$ cat src/rtl/serial_frame_sync.sv
// serial_frame_sync: hunts a serial bit stream for a sync word, deserialises a
// fixed-length payload MSB-first into bytes and hands them out through a small
// FIFO on a valid/ready byte interface.
module serial_frame_sync #(
    parameter logic [7:0] SYNC_WORD   = 8'hA5,
    parameter int         FRAME_BYTES = 4,
    parameter int         FIFO_DEPTH  = 4
) (
    input  logic       clk,
    input  logic       rst_n,
    input  logic       ena,
    input  logic       bit_in,
    input  logic       bit_valid,
    output logic [7:0] out_data,
    output logic       out_valid,
    input  logic       out_ready,
    output logic       locked,
    output logic       overflow
);
    localparam int AW = $clog2(FIFO_DEPTH);

    typedef enum logic {
        ST_HUNT,
        ST_PAYLOAD
    } state_t;

    state_t      state_q, state_d;
    logic [6:0]  window_q, window_d;     // last 7 bits seen while hunting
    logic [3:0]  hunt_cnt_q, hunt_cnt_d; // saturates at 8
    logic [6:0]  shreg_q, shreg_d;       // partial payload byte
    logic [2:0]  bit_cnt_q, bit_cnt_d;
    logic [3:0]  byte_cnt_q, byte_cnt_d;
    logic [AW:0] wr_ptr_q, wr_ptr_d;
    logic [AW:0] rd_ptr_q, rd_ptr_d;
    logic        overflow_q, overflow_d;

    logic [7:0]  mem [FIFO_DEPTH];

    logic        accept;
    logic [7:0]  win_shifted;
    logic [7:0]  byte_shifted;
    logic        push;
    logic        pop;
    logic        wr_en;
    logic        fifo_empty;
    logic        fifo_full;

    // Next-state logic: sync hunting, payload deserialisation and FIFO bookkeeping.
    always_comb begin
        state_d      = state_q;
        window_d     = window_q;
        hunt_cnt_d   = hunt_cnt_q;
        shreg_d      = shreg_q;
        bit_cnt_d    = bit_cnt_q;
        byte_cnt_d   = byte_cnt_q;
        overflow_d   = overflow_q;
        push         = 1'b0;

        accept       = ena & bit_valid;
        win_shifted  = {window_q, bit_in};
        byte_shifted = {shreg_q, bit_in};

        case (state_q)
            ST_HUNT: begin
                if (accept) begin
                    window_d = win_shifted[6:0];
                    if (hunt_cnt_q < 4'd8) begin
                        hunt_cnt_d = hunt_cnt_q + 4'd1;
                    end
                    // Needs 7 earlier bits plus this one since hunting began.
                    if (win_shifted == SYNC_WORD && hunt_cnt_q >= 4'd7) begin
                        state_d    = ST_PAYLOAD;
                        bit_cnt_d  = 3'd0;
                        byte_cnt_d = 4'd0;
                    end
                end
            end
            ST_PAYLOAD: begin
                if (accept) begin
                    shreg_d   = byte_shifted[6:0];
                    bit_cnt_d = bit_cnt_q + 3'd1;
                    if (bit_cnt_q == 3'd7) begin
                        push       = 1'b1;
                        bit_cnt_d  = 3'd0;
                        byte_cnt_d = byte_cnt_q + 4'd1;
                        if (byte_cnt_q == 4'(FRAME_BYTES - 1)) begin
                            // Frame done: force a fresh 8-bit sync search.
                            state_d    = ST_HUNT;
                            window_d   = 7'd0;
                            hunt_cnt_d = 4'd0;
                            byte_cnt_d = 4'd0;
                        end
                    end
                end
            end
            default: state_d = ST_HUNT;
        endcase

        fifo_empty = (wr_ptr_q == rd_ptr_q);
        fifo_full  = (wr_ptr_q[AW] != rd_ptr_q[AW]) &&
                     (wr_ptr_q[AW-1:0] == rd_ptr_q[AW-1:0]);
        pop        = ~fifo_empty & out_ready & ena;
        // A pop in the same cycle frees the slot the push needs.
        wr_en      = push & (~fifo_full | pop);
        if (push && fifo_full && !pop) begin
            overflow_d = 1'b1;
        end
        wr_ptr_d = wr_ptr_q + {{AW{1'b0}}, wr_en};
        rd_ptr_d = rd_ptr_q + {{AW{1'b0}}, pop};
    end

    // State register with asynchronous active-low reset.
    always_ff @(posedge clk or negedge rst_n) begin
        if (!rst_n) begin
            state_q    <= ST_HUNT;
            window_q   <= 7'd0;
            hunt_cnt_q <= 4'd0;
            shreg_q    <= 7'd0;
            bit_cnt_q  <= 3'd0;
            byte_cnt_q <= 4'd0;
            wr_ptr_q   <= '0;
            rd_ptr_q   <= '0;
            overflow_q <= 1'b0;
        end else begin
            state_q    <= state_d;
            window_q   <= window_d;
            hunt_cnt_q <= hunt_cnt_d;
            shreg_q    <= shreg_d;
            bit_cnt_q  <= bit_cnt_d;
            byte_cnt_q <= byte_cnt_d;
            wr_ptr_q   <= wr_ptr_d;
            rd_ptr_q   <= rd_ptr_d;
            overflow_q <= overflow_d;
        end
    end

    // FIFO storage; contents are meaningless once the pointers are reset.
    always_ff @(posedge clk) begin
        if (wr_en) begin
            mem[wr_ptr_q[AW-1:0]] <= byte_shifted;
        end
    end

    assign out_valid = ~fifo_empty;
    assign out_data  = fifo_empty ? 8'h00 : mem[rd_ptr_q[AW-1:0]];
    assign locked    = (state_q == ST_PAYLOAD);
    assign overflow  = overflow_q;

endmodule
$ cat config.mk
export PLATFORM = sky130hd
export DESIGN_NAME = serial_frame_sync
export DESIGN_NICKNAME = d
export VERILOG_FILES = /design/src/rtl/serial_frame_sync.sv
export SDC_FILE = /design/constraint.sdc
export NUM_CORES = 1
export LEC_CHECK = 0
export ABC_AREA = 1
export ABC_CLOCK_PERIOD_IN_PS = 2800
export BUFFER_PORTS_ARGS = -buffer_cell sky130_fd_sc_hd__buf_2
export CORE_MARGIN = 4
export CORE_UTILIZATION = 64
export CTS_BUF_LIST = sky130_fd_sc_hd__clkbuf_8 sky130_fd_sc_hd__clkbuf_16
export DETAILED_ROUTE_END_ITERATION = 8
export GPL_ROUTABILITY_DRIVEN = 0
export PLACE_DENSITY = 0.83
export SLEW_MARGIN = 20
export SYNTH_ARGS = -nofsm -noshare
export SYNTH_HDL_FRONTEND = slang
export SYNTH_SLANG_ARGS = --single-unit
export TNS_END_PERCENT = 100
$ cat constraint.sdc
create_clock -name clk -period 2.8 [get_ports clk]
set_input_delay 0 -clock clk [delete_from_list [all_inputs] [get_ports clk]]
set_output_delay 0 -clock clk [all_outputs]
set_load 0.1 [all_outputs]
# Yosys cells after proc, flatten, opt, wreduce, memory -nomap -nowiden

Memory sizes are Yosys's and may differ from the RTL's.
Index checks and enable logic that the tools add are counted.

Logic and storage cells: 81
Bits in registers: 33
Input port bits: 6
Memories: 1
Memory bits (writable): 32
Output and inout bits: 11

Add/sub/neg operators: 5
Reductions and logical operators: 10
Eq/ne operators: 12
$lt $le $gt $ge: 2
Mux-type cells: 34
Bitwise gates (word level): 8

Memories:

| name | words | width | read ports | clocked after Yosys merged registers in | write ports | line | source |
|---|---|---|---|---|---|---|---|
| mem  | 4     | 8     | 1          | 0                                       | 1           | 37   | `logic [7:0] mem [FIFO_DEPTH];` |

Operator list:

| kind                | count |
|---|---|
| $mux 4              | 10 |
| $mux 7              | 4 |
| $pmux 4 s2          | 2 |
| $pmux 7 s2          | 1 |
| $mux 3              | 4 |
| $mux 1              | 10 |
| $add 4x1->4 const B | 2 |
| $eq 8x8->1 const B  | 1 |
| $mux 8              | 1 |
| $reduce_and 4->1    | 2 |
| $add 3x1->3         | 2 |
| $ne 2x1->1 const B  | 3 |
| $ne 2x2->1 const B  | 3 |
| $pmux 3 s2          | 1 |
| $reduce_and 5->1    | 1 |
| $and 1x1->1         | 4 |
| $eq 4x2->1 const B  | 1 |
| $ge 4x3->1 const B  | 1 |
| $logic_and 1x1->1   | 4 |
| $lt 4x4->1 const B  | 1 |
| $add 3x1->3 const B | 1 |
| $eq 3x3->1          | 1 |
| $eq 3x3->1 const B  | 1 |
| $not 1->1           | 3 |
| other kinds (7)     | 7 |

# Longest topological paths before layout

Depth in word-level cells: 8
Mapped depth: 9
Depth with buffers taken out: 9

# Worst setup path before layout

Ideal clock, no wire load.

Path kind: reg2reg
Start point: register state_q, in the netlist locked
End point: memory mem[0][0] (enable)
Path buffers: 0
Period minus slack after synthesis: 2.384 ns
Data required time: 2.429 ns
Arrival time: 2.014 ns
Stages on the path, launching flop included: 7
Library setup time: 0.371 ns
Path slack: 0.416 ns
Cells stage by stage: dfrtp_1 > inv_4 > nor2_8 > inv_6 > nor2_8 > nand2_2 > nor2_1

Cells in the longest elaborated chain, start to end: 4

RTL lines:

| element                      | line | source |
|---|---|---|
| start, declared              | 27   | `state_t state_q, state_d;` |
| start signal, assigned       | 125  | `state_q <= state_d;` |
| $mux 1                       | 63   | `case (state_q)` |
| $and 1x1->1                  | 104  | `wr_en = push & (~fifo_full \| pop);` |
| $mux 1                       | 139  | `if (wr_en) begin` |
| $mux 1 (not written as such) | 140  | `mem[wr_ptr_q[AW-1:0]] <= byte_shifted;` |
| end, declared                | 37   |  |

Every way passes these cells.

# Final worst setup path

Start point: register rd_ptr_q[0]
End point: output port out_data[6]

Cells in the longest elaborated chain, start to end: 2
Elaborated cells on any way between the ends: 3
Classes of those cells: eq/ne (1); mux (1); memory (1)

RTL lines:

| element                                          | line | source |
|---|---|---|
| start, declared                                  | 34   | `logic [AW:0] rd_ptr_q, rd_ptr_d;` |
| start signal, assigned                           | 132  | `rd_ptr_q <= rd_ptr_d;` |
| $mem_v2 4x8 / $eq 3x3->1 (equally long branches) | --   |  |
| $mux 8 *                                         | 145  | `assign out_data = fifo_empty ? 8'h00 : mem[rd_ptr_q[AW-1:0]];` |
| end, declared                                    | 14   | `output logic [7:0] out_data,` |

Mark *: on every way between the ends. The rest lies on a longest branch, timed or not.

==> flow_summary.yaml <==
global_route:
  grt_pass1_wl_um: 8811
  overflow: 0
  grt_usage: 0.2219
  first_global_vias: 1899
  grt_antenna_before_repair: 0
  grt_max_degree: 34
outcome:
  status: "finished, final reports clean"
cells_and_area:
  nets: 321
  final_common_cell: "nand2_1"
  regArea_um2: 1787
  final-instance-count-excl-fill: 364
  area_delta_synth_final_pct: 10.97
  multi_input_area_um2: 913.4
  insertedDiodeCount: 0
  layout_common_cells: "nand2_1 (70), nor2_1 (36), dfrtp_1 (33), edfxtp_1 (32), inv_1 (28)"
  layout-drive-gt1-share: 0.1282
  fillerInstances: 317
logic_synthesis:
  avgSynthCellArea_um2: 10.08
  netlist_area_um2: 2864
  ys_types: 27
  syn_nets: 298
  synth_warnings: 0
  netlist_instances: 284
  synth-seq-area-share: 0.6239
  synth_seq_cells: 65
timing:
  fin_skew_ns: 0.009680
  fmax_mhz: 472.2
  tns_ns: 0
  setup_violations: 0
  slew_violations: 0
  fin_crit_sh: 0.7563
  worst_pin_slew_ns: 0.7402
  hold_ws_ns: 0.03582
  rsz0062_at_grt: "no"
  period_minus_slack_ns: 2.118
  relSlewSlack: 0.5065
  hold_viol: 0
routing:
  dr.pass1.iters: 4
  final_antenna_net_count: 0
  dr_total_vias: 1978
  routedWlPerCell_um: 14.90
  vias_per_cell: 5.434
  postRouteWirelength_um: 5424
  drtIter0Drc: 115
  drcViolationCount: 0
worst_setup_path:
  startpoint_type: "flop"
  critical_path.max_fanout: 19
  cp_cell_sequence: "inv_1 > nor2_1 > o21ai_0 > nand2_1 > inv_1 > buf_2"
  cp_top_family: "buffers and inverters"
  critPathMostFrequentCell: "inv_1"
  cp-startpoint: "rd_ptr_q[0]"
  worstPathArrival_ns: 2.12
  r2r-start: "locked"
  cpPeakStageDelay_ns: 0.56
  required_ns: 2.80
  reg2regPathDepth: 6
  r2r_end: "mem[1][2]"
  path_class: "flop to output port"
  critPathSlowestCell: "dfrtp_1"
  end_kind: "output port"
  reg2reg_setup_slack_ns: 0.72
  path_buf_inv: 3
floorplan:
  die_y_um: 74.90
  die_area_um2: 5609
  core-area_um2: 4354
  start_util: 0.6578
  fp.dieW_um: 74.90
  io-pin-count: 17
  fp-row-count: 24
placed_design:
  portBuffers: 16
  dp_cells: 346
  place_hpwl_um: 3913
power_and_ir_drop:
  p_per_area_nw_per_um2: 1104
  ir_drop_uv: 707.2
  power.leakage_uw: 0.001534
clocking:
  cts_buffers: 9
  cts_root_buf: "clkbuf_8"
  clk_pin_slew_ns: 0.07
  clock-sinks: 65
  cts-resized-gates: 0
  cts_tree: "yes"
  insertion_delay_ns: 0.34
  cts.path.max_buffers: 2
  cts_max_level: 3
flow_run:
  max-cap-violations: 0
worst_hold_path:
  holdPathEnd: "rd_ptr_q[0]"
  hold_class: "primary input to flop"
  min_path_cells: 4
  min_from: "out_ready"
## where the power goes
part / total (µW) / switching, µW / leakage (µW) / internal [µW]
Combinational: 1460 / 1190 / 0.000738 / 278
Clock: 736 / 335 / 0.0000939 / 401
Sequential: 1310 / 167 / 0.000701 / 1140
## cell usage after synthesis
master	number	area (µm²)
nand2_1	70	262.8
nor2_1	36	135.1
dfrtp_1	33	825.8
edfxtp_1	32	960.9
inv_1	27	101.4
o21ai_0	27	135.1
nand3_1	10	50.05
ha_1	8	100.1
a21oi_1	6	30.03
o22ai_1	6	37.54
buf_2	4	20.02
xor2_1	4	35.03
nand2_2	3	18.77
inv_4	2	12.51
nand4_1	2	12.51
nor2_8	2	40.04
xnor2_1	2	17.52
and3_1	1	6.260
clkbuf_1	1	3.750
clkbuf_8	1	13.76
inv_2	1	3.750
inv_6	1	8.760
nor2_2	1	6.260
nor3_1	1	5.000
nor3b_1	1	7.510
o21bai_1	1	7.510
or2_0	1	6.260
## what timing repair did
item	CTS	global route
setup buffers	0	0
hold endpoints to repair	37	0
hold buffers	2	0
## sequential cells by signal, summed over array words and instances (netlist names), 3 cells and up
| register | cells |
|---|---|
| mem | 32 |
| shreg_q | 7 |
| window_q | 7 |
| byte_cnt_q | 4 |
| hunt_cnt_q | 4 |
| bit_cnt_q | 3 |
| rd_ptr_q | 3 |
| wr_ptr_q | 3 |
## stage by stage
| stage | area [µm²] | setup slack [ns] | utilization | power, µW |
|---|---|---|---|---|
| CTS | 3178 | 0.6874 | 0.7299 | 3530 |
| global route | 3178 | 0.5037 | 0.7299 | 3696 |
| floorplan | 2864 | 0.4155 | - | 2563 |
| finish | 3178 | 0.6825 | 0.7299 | 3509 |
| detailed placement | 2972 | 0.7269 | 0.6825 | 2793 |
| global placement | 2972 | 0.8385 | 0.6825 | 2771 |
## how the worst max path moves through the flow
stage / end / slack [ns] / depth (start not counted)
after CTS: out_data[1] / 0.69 / 6
after floorplan: mem[0][0] / 0.42 / 6
after global placement: mem[3][2] / 0.84 / 5
after global routing: out_data[6] / 0.50 / 6
after detailed placement: mem[1][2] / 0.73 / 6
final: out_data[6] / 0.68 / 6
## cells by family (layout without fill, tap and decap cells)
kind of cell,Yosys count,after routing,share of synthesized area
and+or+nand+nor,128,128,0.1922
DFF,65,65,0.6239
xor gates and xnor gates,6,6,0.01835
buffers and inverters,37,65,0.05723
adders and majority gates,8,8,0.03495
AOI/OAI and AO/OA,40,40,0.07340
## layout make-up
type                            count  area share
Timing Repair Buffer               18     0.03150
Multi-Input combinational cell    182      0.2874
Tap cell                           52     0.02047
Clock buffer                        9     0.03898
Sequential cell                    65      0.5622
Clock inverter                      7     0.01969
Inverter                           31     0.03976
## routing by layer
metal | track usage | routed length (µm) | part of all wire | vias up
li1 | - | - | - | 979
met3 | 0.06142 | 183 | 0.034 | 17
met1 | 0.2606 | 2321 | 0.43 | 939
met2 | 0.3704 | 2763 | 0.51 | 43
met4 | 0.1186 | 155 | 0.029 | 0
met5 | 0 | 0 | 0 | -
## tightest hold or removal path: cells and delay by family
family,cells,cell delay (ns)
buffers and inverters,2,0.15
adder cells (fa/ha/maj),1,0.11
AND/OR/NAND/NOR,1,0.08
Power figures use the tool's default switching activity.
